$ cat src/rtl/raster_sequencer.sv
// Draw-command sequencer: queues decoded commands in a small FIFO and expands
// each one into a row-major stream of framebuffer pixel writes, honouring pix_ready.
module raster_sequencer #(
    parameter int FIFO_DEPTH = 2,
    parameter int COORD_W    = 3
) (
    input  logic                          clk,
    input  logic                          rst_n,
    input  logic                          cmd_valid,
    input  logic [1:0]                    cmd,
    input  logic [COORD_W-1:0]            x1,
    input  logic [COORD_W-1:0]            y1,
    input  logic [COORD_W-1:0]            x2,
    input  logic [COORD_W-1:0]            rect_w,
    input  logic [COORD_W-1:0]            rect_h,
    input  logic                          pix_ready,
    output logic                          pix_we,
    output logic [COORD_W-1:0]            pix_x,
    output logic [COORD_W-1:0]            pix_y,
    output logic                          pix_val,
    output logic                          busy,
    output logic                          cmd_done,
    output logic                          overflow,
    output logic [$clog2(FIFO_DEPTH):0]   fifo_count
);

    localparam int PTR_W = $clog2(FIFO_DEPTH);
    localparam int CNT_W = PTR_W + 1;
    localparam logic [COORD_W-1:0] MAX_C = '1;

    typedef enum logic [1:0] {
        CMD_CLEAR = 2'b00,
        CMD_PIXEL = 2'b01,
        CMD_RECT  = 2'b10,
        CMD_HLINE = 2'b11
    } cmd_e;

    typedef enum logic {IDLE, DRAW} state_e;

    typedef struct packed {
        cmd_e               op;
        logic [COORD_W-1:0] x1;
        logic [COORD_W-1:0] y1;
        logic [COORD_W-1:0] x2;
        logic [COORD_W-1:0] w;
        logic [COORD_W-1:0] h;
    } entry_t;

    entry_t             mem [FIFO_DEPTH];
    logic [PTR_W-1:0]   wr_ptr, rd_ptr;
    logic [CNT_W-1:0]   count;
    logic               full, push, pop;
    entry_t             head;

    state_e             state, state_n;
    logic [COORD_W-1:0] xs, xe, ye;
    logic [COORD_W-1:0] win_xs, win_ys, win_xe, win_ye;
    logic               win_val;
    logic [COORD_W:0]   rx_sum, ry_sum;
    logic               accept, last;

    // ---------------- command FIFO ----------------
    assign full = (count == CNT_W'(FIFO_DEPTH));
    assign pop  = (state == IDLE) && (count != '0);
    assign push = cmd_valid && (!full || pop);
    assign head = mem[rd_ptr];

    always_ff @(posedge clk) begin
        if (push) begin
            mem[wr_ptr] <= '{op: cmd_e'(cmd), x1: x1, y1: y1, x2: x2, w: rect_w, h: rect_h};
        end
    end

    always_ff @(posedge clk) begin
        if (!rst_n) begin
            wr_ptr   <= '0;
            rd_ptr   <= '0;
            count    <= '0;
            overflow <= 1'b0;
        end else begin
            if (push) wr_ptr <= wr_ptr + 1'b1;
            if (pop)  rd_ptr <= rd_ptr + 1'b1;
            case ({push, pop})
                2'b10:   count <= count + 1'b1;
                2'b01:   count <= count - 1'b1;
                default: count <= count;
            endcase
            if (cmd_valid && !push) overflow <= 1'b1;
        end
    end

    // ---------------- draw window of the FIFO head ----------------
    // Sums carry one extra bit so a window running past the edge clips instead of wrapping.
    assign rx_sum = {1'b0, head.x1} + {1'b0, head.w};
    assign ry_sum = {1'b0, head.y1} + {1'b0, head.h};

    always_comb begin
        win_xs  = head.x1;
        win_ys  = head.y1;
        win_xe  = head.x1;
        win_ye  = head.y1;
        win_val = 1'b1;
        case (head.op)
            CMD_CLEAR: begin
                win_xs  = '0;
                win_ys  = '0;
                win_xe  = MAX_C;
                win_ye  = MAX_C;
                win_val = 1'b0;
            end
            CMD_PIXEL: ;
            CMD_RECT: begin
                win_xe = rx_sum[COORD_W] ? MAX_C : rx_sum[COORD_W-1:0];
                win_ye = ry_sum[COORD_W] ? MAX_C : ry_sum[COORD_W-1:0];
            end
            CMD_HLINE: begin
                win_xs = (head.x1 < head.x2) ? head.x1 : head.x2;
                win_xe = (head.x1 < head.x2) ? head.x2 : head.x1;
            end
            default: ;
        endcase
    end

    // ---------------- FSM ----------------
    assign last   = (pix_x == xe) && (pix_y == ye);
    assign accept = pix_we && pix_ready;

    always_ff @(posedge clk) begin
        if (!rst_n) state <= IDLE;
        else        state <= state_n;
    end

    always_comb begin
        state_n = state;
        pix_we  = 1'b0;
        case (state)
            IDLE: if (count != '0) state_n = DRAW;
            DRAW: begin
                pix_we = 1'b1;
                if (pix_ready && last) state_n = IDLE;
            end
            default: state_n = IDLE;
        endcase
    end

    // ---------------- cursor / working registers ----------------
    always_ff @(posedge clk) begin
        if (!rst_n) begin
            xs       <= '0;
            xe       <= '0;
            ye       <= '0;
            pix_x    <= '0;
            pix_y    <= '0;
            pix_val  <= 1'b0;
            cmd_done <= 1'b0;
        end else begin
            cmd_done <= accept && last;
            if (pop) begin
                xs      <= win_xs;
                xe      <= win_xe;
                ye      <= win_ye;
                pix_x   <= win_xs;
                pix_y   <= win_ys;
                pix_val <= win_val;
            end else if (accept && !last) begin
                if (pix_x == xe) begin
                    pix_x <= xs;
                    pix_y <= pix_y + 1'b1;
                end else begin
                    pix_x <= pix_x + 1'b1;
                end
            end
        end
    end

    assign busy       = (count != '0) || (state != IDLE);
    assign fifo_count = count;

endmodule
$ cat config.mk
export PLATFORM = sky130hd
export DESIGN_NAME = raster_sequencer
export DESIGN_NICKNAME = d
export VERILOG_FILES = /design/src/rtl/raster_sequencer.sv
export SDC_FILE = /design/constraint.sdc
export NUM_CORES = 1
export LEC_CHECK = 0
export ABC_AREA = 0
export BUFFER_PORTS_ARGS = -buffer_cell sky130_fd_sc_hd__buf_2
export CAP_MARGIN = 20
export CORE_MARGIN = 2
export CORE_UTILIZATION = 55
export DETAILED_ROUTE_END_ITERATION = 10
export PLACE_DENSITY = 0.72
export SLEW_MARGIN = 30
export SYNTH_ARGS = -nofsm -noshare
export SYNTH_HDL_FRONTEND = slang
export SYNTH_SLANG_ARGS = --single-unit
$ cat constraint.sdc
create_clock -name clk -period 2.79 [get_ports clk]
set_input_delay 0.4185 -clock clk [delete_from_list [all_inputs] [get_ports clk]]
set_output_delay 0.4185 -clock clk [all_outputs]
set_load 0.005 [all_outputs]
# Word-level counts from Yosys, hierarchy flattened
# Memory sizes are Yosys's and may differ from the RTL's. A register that Yosys moved wholly into a read port is not among the register bits.
# Index checks and enable logic that the tools add are counted.
# word_totals
elab_cells	73
reg_bits	23
n_memories	1
out_inout_bits	13
inputBits	21
mem_bits_rw	34
# classes
muxes	24
eq_ne	7
n_reduce_logical	19
n_lt_le_gt_ge	1
bitwise	1
n_addsub	8
# mem_list
name	words	word_bits	read_ports	rd_clocked_by_memory_dff	wr	line	text
mem	2	17	1	1	1	49	entry_t mem [FIFO_DEPTH];
# op_table
operator	count
$mux 3	11
$pmux 3 s2	2
$pmux 3 s3	1
$add 3x3->4	2
$eq 2x2->1 const B	4
$logic_and 1x1->1	8
$mux 1	8
$reduce_bool 2->1	4
$add 3x1->3 const B	2
$eq 3x3->1	2
$pmux 2 s2	1
$logic_not 1->1	3
$lt 3x3->1	1
$add 1x1->1 const B	2
$add 2x1->2 const B	1
$eq 2x1->1 const B	1
$logic_not 2->1	1
$logic_or 1x1->1	2
$pmux 1 s2	1
$reduce_and 2->1	1
$sub 2x1->2 const B	1
$not 1->1	1

# Depth between registers and ports, before layout
# Gate-level depths: netlist of run 1.
# depth
word_depth	6
ltp_mapped	11
depth_no_buf	9

# Worst setup path after synthesis of run 1
# OpenSTA, ideal clock, no wires.
# synth_path
path_type	reg-to-reg
from	register with a tool-made name
to	register xe[1]
path_stages_with_launch	11
path_slack_ps	346
arrival_time_ps	2322
t_required_ps	2668
n_path_buf	2
setup_time_ps	122
path_cell_list	dfxtp_1 -> buf_2 -> buf_2 -> mux2i_1 -> inv_1 -> ha_1 -> a21o_1 -> a21oi_1 -> a21boi_0 -> o31a_1 -> a311o_1
# synth_rtl
element	line	text
end signal, assigned	160	xe <= win_xe;
end, declared	56	logic [COORD_W-1:0] xs, xe, ye;

==> summary.md, run 1 <==
| Metric | Value |
|---|---|
| Combinational Power Share | `0.391` |
| CP delay by family, top | `compound AO/OA/AOI/OAI gates` |
| Yosys top cell by area | `edfxtp_1` |
| Pre-antenna DRT Iters | `4` |
| Root Buffer | `clkbuf_8` |
| Worst setup SP type | `flip-flop` |
| Yosys reg bits | `between 50 and 60` |
| Final Setup Violations | `0` |
| Critical Path Max Stage Delay | `0.42 ns` |
| Total Routed Length | `4910 µm` |
| Row cnt | `26` |
| Share of power burned in registers | `0.373` |
| Syn_area_per_cell | `11.4 µm²` |
| Port Buffers | `33` |
| Post-CTS Setup Bufs | `0` |
| Worst slew pin tran | `~0.58 ns` |
| Highest clock rate | `around 410 MHz` |
| Top cells by area, synth | `edfxtp_1 (36%), dfxtp_1 (17%), ha_1 (7.5%)` |
| Internal | `just over 2 mW` |
| Hold Crit Class | `in -> reg` |
| Hold-fix buffers at CTS | `0` |
| P_leak | `1.35 nW` |
| CTS H-tree lvls | `3` |
| Vias in the first global route | `about 1800` |
| DRC viols | `0` |
| Post-synth EDFFs | `34` |
| Clock Tree Buf Depth | `2` |
| TNS Setup | `0 ns` |
| Worst hold path cell count | `1` |
| Maxcap violations | `0` |
| Die extent in x | `around 76 µm` |
| Final net count | `about 330` |
| Final hold violations | `0` |
| Final Slew Violations | `0` |
| Initial Util | `0.561` |
| Power Density | `a little under 1000 nW/µm²` |
| Hold Startpoint | `rect_w[2]` |
| P&R area growth vs syn | `16.3%` |
| Cell breakdown of the critical path | `buf_4 -> mux2i_1 -> inv_1 -> ha_1 -> a21oi_1 -> a21boi_0 -> o31a_1 -> a311o_1` |
| Yosys top cell area share | `0.361` |
| Vias after detailed routing | `between 1500 and 2000` |
| Flop-to-flop setup slack | `0.35 ns` |
| Worst-Skew Late Latency | `approximately 0.33 ns` |
| DP HPWL | `about 3500 µm` |
| Clock share of power | `0.236` |
| Gate Count Post-Synth | `249` |
| Gr ovfl total | `0` |
| Synthesized area | `around 2800 µm²` |
| WHS Endpoint | `mem[0][5]` |
| # resized after CTS | `0` |
| Final critical-path required period | `between 2 and 2.5 ns` |
| Sw power | `1.20 mW` |
| Req. time, crit path | `3.01 ns` |
| Synth Flop Type | `edfxtp_1` |
| Share of cells above drive strength 1 | `0.219` |
| Syn_nets | `just under 300` |
| Gr usage total | `0.193` |
| I/O pin cnt | `34` |
| Routed len/inst | `~13 µm` |
| Part of the Yosys area used for sequential elements | `0.531` |
| CP max FO | `19` |
| Die ar. | `~5700 µm²` |
| WHS | `0.268 ns` |
| TritonCTS buffer count | `9` |
| CP Class | `reg -> reg` |
| GP Congestion | `0.828` |
| Antenna Cells | `0` |
| Die Y | `75.7 µm` |
| Async SR Flop Fraction | `0` |
| Synth cell types | `52` |
| Critical path buffer and inverter count | `2` |
| R2R Path End | `xe[1]` |
| Core Region | `5040 µm²` |
| Period utilisation layout | `0.874` |
| Sw frac | `0.369` |
| Outcome | `completed` |
| CP Data Arrival Time | `2.66 ns` |
| Largest net degree at the start of global routing | `20` |
| Clock transition at the registers of the reported paths | `0.07 ns` |
| Max-slew headroom at the worst pin | `0.608` |
| Via density | `~5.3` |
| Clock Sinks | `58` |
| Initial antenna violation count | `0` |
| CP max-delay cell | `mux2i_1` |
| Worst reg2reg path depth | `8` |
| Setup crit end kind | `flip-flop` |
| DRT iter0 DRCs | `93` |
| Total power | `between 3 and 4 mW` |
| DRT antenna net count | `0` |
| CTS tree | `done` |
| Peak VDD IR | `about 0.00057 V` |
| Clock Skew | `about 0.0063 ns` |
| Unrepaired setup endpoints after global routing | `no` |
| Synthesis Warnings | `0` |
| Global-route wire length before repair | `8110 µm` |
state kept, by name, indices dropped and copies added, names as in the netlist, named ones only:
| signal | cells |
|---|---|
| xs | 3 |
| pix_x | 3 |
| cmd_done | 1 |
| ye | 3 |
| pix_val | 1 |
| state | 1 |
| mem | 34 |
| pix_y | 3 |
| wr_ptr | 1 |
| rd_ptr | 1 |
| overflow | 1 |
| xe | 3 |
| fifo_count | 2 |
power by group through the flow:
stage	Clock (mW)	Sequential (mW)	Combinational [mW]
after CTS	0.789	1.22	1.28
after detailed placement	0	1.23	1.27
after floorplan	0	1.21	0.979
after global placement	0	1.23	1.25
final	0.769	1.21	1.27
after global routing	0.827	1.24	1.45
routing by layer:
metal	vias up	routed length, µm	global-route usage
li1	996	-	-
met2	43	2210	0.292
met3	9	198	0.0529
met4	0	92	0.0838
met1	883	2410	0.263
met5	-	0	0
cells in the final DEF (no fill, tap or decap), types with 5 or more instances in the layout:
master    count
buf_4         5
nand3_1       7
mux2_2        5
edfxtp_1     34
xor2_1        6
o21ai_0      11
dfxtp_1      24
nand2_1       9
nor2_1       15
buf_2        33
inv_1        18
mux2i_1      13
a21oi_1      21
ha_1         17
xnor2_1       7
clkbuf_8      9
cell type report:
cell class	count	area [µm²]
fillers	404	1750
flip-flops and latches	58	1500
multi-input cells	165	1220
repair buffers	38	203
clock buffers	9	124
well taps	70	87.6
clock inverters	7	78.8
inverters	20	75.1
how the worst max path moves through the flow:
stage	to	slack (ns)	cells after the start
2_1_floorplan	xe[1]	0.35	10
3_3_place_gp	ye[0]	0.39	9
3_5_place_dp	ye[0]	0.37	9
4_1_cts	ye[0]	0.37	9
5_1_grt	pix_x[2]	0.16	8
6_report	xe[1]	0.35	8
metrics by stage:
stage	instances	worst slack (ns)	instance area [µm²]	util
CTS	367	0.366	3290	0.653
finish	367	0.352	3290	0.653
detailed placement	351	0.374	3090	0.612
floorplan	249	0.346	2830	-
global route	367	0.155	3290	0.653
global placement	351	0.387	3090	0.612
cell usage after synthesis (5+ instances only):
library cell / number
ha_1: 17
nand2_1: 9
nand3_1: 7
mux2i_1: 13
nor2_1: 15
xor2_1: 6
edfxtp_1: 34
inv_1: 18
a21oi_1: 21
dfxtp_1: 24
o21ai_0: 11
mux2_2: 5
xnor2_1: 7
cells by family (layout without fill, tap and decap cells):
logic type | Yosys count | after routing | share of synthesized area
DFF | 58 | 58 | 0.531
and+or+nand+nor | 52 | 52 | 0.0924
xor gates and xnor gates | 13 | 13 | 0.0402
muxes | 18 | 18 | 0.0659
adders and majority gates | 19 | 19 | 0.0893
AOI/OAI and AO/OA | 63 | 63 | 0.144
buffers and inverters | 26 | 74 | 0.0380
No activity file was read; power rests on OpenSTA's default activity.
==> run 2: changes to the inputs <==
--- a/config.mk
+++ b/config.mk
@@ -10,7 +10,7 @@
 export CAP_MARGIN = 20
 export CORE_MARGIN = 2
-export CORE_UTILIZATION = 55
+export CORE_UTILIZATION = 40
 export DETAILED_ROUTE_END_ITERATION = 10
-export PLACE_DENSITY = 0.72
+export PLACE_DENSITY = 0.54
 export SLEW_MARGIN = 30
 export SYNTH_ARGS = -nofsm -noshare
==> constraint.sdc (replaced) <==
create_clock -name clk -period 2.79 [get_ports clk]
set_input_delay 0.4185 -clock clk [delete_from_list [all_inputs] [get_ports clk]]
set_output_delay 0.4185 -clock clk [all_outputs]
set_load 0.02 [all_outputs]
==> summary.md, run 2 (same netlist as run 1, synthesis figures left out) <==
| Metric | Value |
|---|---|
| TNS Setup | `0 ns (unchanged)` |
| Routed len/inst | `13.3 µm (-0.31%)` |
| Max reg flops | `34 (unchanged)` |
| Initial Util | `0.414 (-0.147)` |
| Vias in the first global route | `1882 (+4.9%)` |
| Commonest non-fill, non-tap cell in the layout | `edfxtp_1` |
| Pre-antenna DRT Iters | `4 (unchanged)` |
| DRC viols | `0 (unchanged)` |
| Highest clock rate | `420 MHz (+2.4%)` |
| Storage cell area | `1500 µm² (unchanged)` |
| Maxcap violations | `0 (unchanged)` |
| Final critical-path required period | `2.38 ns (-0.0573 ns)` |
| P&R area growth vs syn | `20.0%` |
| # fillers | `670 (+66%)` |
| Setup crit end kind | `flip-flop` |
| CP Data Arrival Time | `2.60 ns (-0.06 ns)` |
| Antenna Cells | `0 (unchanged)` |
| Outcome | `completed` |
| I/O pin cnt | `34 (unchanged)` |
| # resized after CTS | `0 (unchanged)` |
| Power Density | `1060 nW/µm² (+7.5%)` |
| Clock Tree Buf Depth | `2 (unchanged)` |
| Vias after detailed routing | `1936 (+0.26%)` |
| TritonCTS buffer count | `9 (unchanged)` |
| Post-CTS Setup Bufs | `0 (unchanged)` |
| Unrepaired setup endpoints after global routing | `no` |
| Multi-input gate area | `1220 µm² (unchanged)` |
| GP Congestion | `0.772 (-6.7%)` |
| Hold Crit Class | `in -> reg` |
| Hold-fix buffers at CTS | `0 (unchanged)` |
| Peak VDD IR | `0.000427 V (-25%)` |
| Row cnt | `30 (+15%)` |
| Max-slew headroom at the worst pin | `0.620 (+0.0123)` |
| Port Buffers | `33 (unchanged)` |
| DRT iter0 DRCs | `80 (-14%)` |
| Clock Skew | `0.0110 ns (+0.00467 ns)` |
| Period utilisation layout | `0.853 (-0.0205)` |
| Worst setup SP type | `flip-flop` |
| Root Buffer | `clkbuf_8` |
| Die ar. | `7760 µm² (+35%)` |
| Die extent in x | `88.1 µm (+16%)` |
| CTS H-tree lvls | `3 (unchanged)` |
| Die Y | `88.1 µm (+16%)` |
| Clock Sinks | `58 (unchanged)` |
| Initial antenna violation count | `0 (unchanged)` |
| DP HPWL | `3790 µm (+7.5%)` |
| P_leak | `1.39 nW (+3.2%)` |
| DRT antenna net count | `0 (unchanged)` |
| Share of cells above drive strength 1 | `0.215 (-0.00409)` |
| Total Routed Length | `5250 µm (+7.0%)` |
| CP Class | `reg -> reg` |
| Worst slew pin tran | `0.564 ns (-0.0183 ns)` |
| Worst-Skew Late Latency | `0.34 ns (about the same)` |
| Largest net degree at the start of global routing | `20 (unchanged)` |
| Gr ovfl total | `0 (unchanged)` |
| CTS tree | `done` |
| Final Slew Violations | `0 (unchanged)` |
| Gr usage total | `0.152 (-0.0414)` |
| Core Region | `6830 µm² (+35%)` |
| Req. time, crit path | `3.01 ns (about the same)` |
| WHS | `0.271 ns (+0.00333 ns)` |
| Global-route wire length before repair | `8910 µm (+9.9%)` |
| Worst reg2reg path depth | `8 (unchanged)` |
| Final Setup Violations | `0 (unchanged)` |
| CP max FO | `19 (unchanged)` |
| Most frequent cells in the layout | `edfxtp_1 (34), buf_2 (33), dfxtp_1 (24)` |
| Top reg by flops | `mem` |
| Final hold violations | `0 (unchanged)` |
| Via density | `4.91 (-6.6%)` |
| Clock transition at the registers of the reported paths | `0.07 ns (about the same)` |
| Worst hold path cell count | `1 (unchanged)` |
| Final net count | `333 (+0.30%)` |
run 2: path summary, 6_finish.rpt:
kind | start | slack, ns | end
worst max-delay path | flip-flop | 0.41 | xe[1]
worst min-delay path | y1[0] | 0.27 | mem[0][9]
worst max register to register | flip-flop | 0.41 | xe[1]
worst min register to register | xs[1] | 0.47 | xs[1]
run 2: final cells by class:
type	instances	area share
clock buffer	10	0.0376
clock inverter	6	0.0379
inverter	20	0.0221
multi-input combinational	165	0.359
sequential	58	0.442
tap	96	0.0354
timing repair buffer	39	0.0656
run 2: worst max-delay path, stage by stage (launching register included):
cell and delay (ns):
dfxtp_1 0.35, buf_12 0.17, mux2i_1 0.42, inv_1 0.15, ha_1 0.33, a21oi_1 0.18, a21boi_0 0.11, o31a_1 0.25
a311o_1 0.31
run 2: stage by stage:
stage          utilization  cell area [µm²]  setup WS (ns)  instances  total power, mW
6_report             0.497             3400          0.409        394             3.61
2_1_floorplan            -             2830          0.346        249             2.27
3_3_place_gp         0.460             3140          0.440        378             2.63
4_1_cts              0.497             3400          0.409        394             3.65
3_5_place_dp         0.460             3140          0.433        378             2.63
5_1_grt              0.497             3400          0.198        394             3.89
run 2: report_power, final:
group,internal [mW],switching [mW]
Combinational,0.577,0.809
Clock,0.679,0.327
Sequential,1.09,0.130
Total,2.34,1.27
run 2: layer usage:
layer,part of all wire,global-route usage,vias to the layer above
met4,0.019,0.0785,0
met2,0.42,0.225,45
met1,0.52,0.207,882
met5,0,0,-
li1,-,-,999
met3,0.037,0.0377,10
==> run 3: changes to the inputs <==
Settings changed: ABC_AREA 0 to 1.
==> summary.md, run 3 <==
| Metric | Value |
|---|---|
| Final core utilization | `0.477 (-0.0199)` |
| CTS tree | `done` |
| Worst setup SP type | `flip-flop` |
| Gate Count Post-Synth | `321 (+29%)` |
| Clock Tree Buf Depth | `2 (unchanged)` |
| Total power | `3.99 mW (+11%)` |
| DRT antenna net count | `0 (unchanged)` |
| Count leader, synth | `nand2_1` |
| Pre-antenna DRT Iters | `4 (unchanged)` |
| Yosys top cell by area | `edfxtp_1` |
| Setup crit end kind | `flip-flop` |
| Root Buffer | `clkbuf_8` |
| Die Y | `91.3 µm (+3.6%)` |
| DRC viols | `0 (unchanged)` |
| CP max FO | `17 (-2)` |
| Core Region | `7330 µm² (+7.3%)` |
| WHS Endpoint | `mem[1][3]` |
| Synth Flop Type | `edfxtp_1` |
| Outcome | `completed` |
| TNS Setup | `0 ns (unchanged)` |
| Most frequent cells in the layout | `nand2_1 (61), edfxtp_1 (34), buf_2 (33)` |
| Top cells by area, synth | `edfxtp_1 (34%), dfxtp_1 (16%), nand2_1 (7.5%)` |
| Worst slew pin tran | `0.483 ns (-0.0805 ns)` |
| Port Buffers | `33 (unchanged)` |
| Via density | `4.56 (-7.2%)` |
| Post-CTS Setup Bufs | `0 (unchanged)` |
| Hold Crit Class | `in -> reg` |
| R2R Path End | `xe[1]` |
| Commonest non-fill, non-tap cell in the layout | `nand2_1` |
| Clock transition at the registers of the reported paths | `0.06 ns (about the same)` |
| Synth cell types | `38 (-27%)` |
| Final Slew Violations | `0 (unchanged)` |
| Synthesized area | `3050 µm² (+7.6%)` |
| Initial antenna violation count | `0 (unchanged)` |
| Max-slew headroom at the worst pin | `0.674 (+0.0542)` |
| Largest net degree at the start of global routing | `19 (-5.0%)` |
| Post-Layout Cell Count | `466 (+18%)` |
| Post-synth EDFFs | `34 (unchanged)` |
| Unrepaired setup endpoints after global routing | `no` |
| Max reg flops | `34 (unchanged)` |
| CP Data Arrival Time | `2.60 ns (about the same)` |
| Design area | `3500 µm² (+3.0%)` |
| Global-route wire length before repair | `9770 µm (+9.7%)` |
| Hold Startpoint | `rect_w[0]` |
| Top reg by flops | `mem` |
| Row cnt | `31 (+3.3%)` |
| Power Density | `1140 nW/µm² (+7.4%)` |
| Yosys top cell area share | `0.335 (-0.0255)` |
| Placed insts | `450 (+19%)` |
| Flop-to-flop setup slack | `0.44 ns (+0.03 ns)` |
| Synthesis Warnings | `0 (unchanged)` |
| Final net count | `402 (+21%)` |
| Async SR Flop Fraction | `0 (unchanged)` |
| Initial Util | `0.415 (+0.00114)` |
| P_leak | `1.54 nW (+10%)` |
| Cell breakdown of the critical path | `inv_6 -> or2_2 -> o21ai_0 -> ha_1 -> inv_1 -> a21oi_1 -> nand2_4 -> nand2_1 -> nand3_1 -> nand2_1 -> nand2_1 -> a21oi_1` |
| Routed len/inst | `11.8 µm (-11%)` |
| Gr usage total | `0.151 (-0.000801)` |
| Worst-Skew Late Latency | `0.33 ns (about the same)` |
| Vias after detailed routing | `2126 (+9.8%)` |
| Vias in the first global route | `2035 (+8.1%)` |
| Yosys reg bits | `58 (unchanged)` |
| I/O pin cnt | `34 (unchanged)` |
| # resized after CTS | `0 (unchanged)` |
| Antenna Cells | `0 (unchanged)` |
| Share of cells above drive strength 1 | `0.243 (+0.0277)` |
| Syn_area_per_cell | `9.49 µm² (-17%)` |
| Final Setup Violations | `0 (unchanged)` |
| Place WS | `0.443 ns (+0.00986 ns)` |
| TritonCTS buffer count | `9 (unchanged)` |
| Total Routed Length | `5510 µm (+4.8%)` |
| CTS H-tree lvls | `3 (unchanged)` |
| Req. time, crit path | `3.05 ns (+0.04 ns)` |
| Setup slack after layout | `0.442 ns (+0.0329 ns)` |
| Die ar. | `8330 µm² (+7.3%)` |
| Clock Sinks | `58 (unchanged)` |
| Worst hold path cell count | `1 (unchanged)` |
| CP Class | `reg -> reg` |
| CP most frequent cell | `nand2_1` |
| Part of the Yosys area used for sequential elements | `0.493 (-0.0375)` |
| CP delay by family, top | `simple AND/OR/NAND/NOR gates` |
| DP HPWL | `4010 µm (+5.8%)` |
| Die extent in x | `91.3 µm (+3.6%)` |
| Critical Path Max Stage Delay | `0.61 ns (+0.19 ns)` |
| Clock Skew | `0.00697 ns (-0.00399 ns)` |
| Gr ovfl total | `0 (unchanged)` |
| DRT iter0 DRCs | `64 (-20%)` |
| Maxcap violations | `0 (unchanged)` |
| Final hold violations | `0 (unchanged)` |
| P&R area growth vs syn | `14.9%` |
| Peak VDD IR | `0.000381 V (-11%)` |
| Period utilisation layout | `0.841 (-0.0118)` |
| CP max-delay cell | `dfxtp_1` |
| Hold-fix buffers at CTS | `0 (unchanged)` |
| Placement Cell Area | `3310 µm² (+5.5%)` |
| Post-synth top cells | `nand2_1 (61), edfxtp_1 (34), inv_1 (31)` |
| Highest clock rate | `426 MHz (+1.4%)` |
| GP Congestion | `0.802 (+3.9%)` |
| Critical path buffer and inverter count | `2 (unchanged)` |
| Final critical-path required period | `2.35 ns (-0.0329 ns)` |
| WHS | `0.269 ns (-0.00260 ns)` |
| Syn_nets | `361 (+25%)` |
| Worst reg2reg path depth | `12 (+4)` |
-- run 3: changes by cell type in the layout (fill, tap and decap cells not counted), sizes merged, moves of 4 or more --
| cell | delta |
|---|---|
| a21oi | +4 |
| o21ai | +16 |
| nand2 | +64 |
| inv | +17 |
| nor2 | +6 |
| mux2i | -13 |
| nand3 | +11 |
| xor2 | -4 |
| or2 | +8 |
| mux2 | -5 |
-- run 3: worst max path at each step --
stage	start	to	slack (ns)	depth (start not counted)
2_1_floorplan	flip-flop	xe[0]	0.79	15
3_3_place_gp	flip-flop	ye[2]	0.48	10
3_5_place_dp	flip-flop	ye[2]	0.44	10
4_1_cts	flip-flop	pix_x[1]	0.43	11
5_1_grt	flip-flop	pix_x[1]	0.18	10
6_report	flip-flop	xe[1]	0.44	12
-- run 3: kinds of logic after synthesis --
family          Yosys count  share of synthesized area
simple gates            130                      0.203
buf+inv                  44                     0.0653
fa+ha+maj                19                     0.0830
flops                    58                      0.493
compound gates           60                      0.120
xor+xnor                 10                     0.0362
-- run 3: power by group --
part | switching (mW) | internal, mW | total, mW
clock | 0.307 | 0.430 | 0.737
combinational | 1.25 | 0.764 | 2.01
sequential | 0.159 | 1.09 | 1.25
-- run 3: layout make-up --
type	instances	area (µm²)
flip-flops and latches	58	1500
clock buffers	12	145
well taps	99	124
clock inverters	4	42.5
inverters	37	146
fillers	729	3830
multi-input cells	219	1350
repair buffers	37	195
-- run 3: worst reg2reg max path, cell delays in order, from the launching register on --
cell,delay [ns]
dfxtp_1,0.61
inv_6,0.14
or2_2,0.30
o21ai_0,0.20
ha_1,0.23
inv_1,0.04
a21oi_1,0.29
nand2_4,0.11
nand2_1,0.07
nand3_1,0.06
nand2_1,0.06
nand2_1,0.06
a21oi_1,0.11
-- run 3: metal layers --
layer | GRT usage | share of wire
met1 | 0.207 | 0.52
met2 | 0.220 | 0.43
met3 | 0.0448 | 0.032
met4 | 0.0682 | 0.017
met5 | 0 | 0
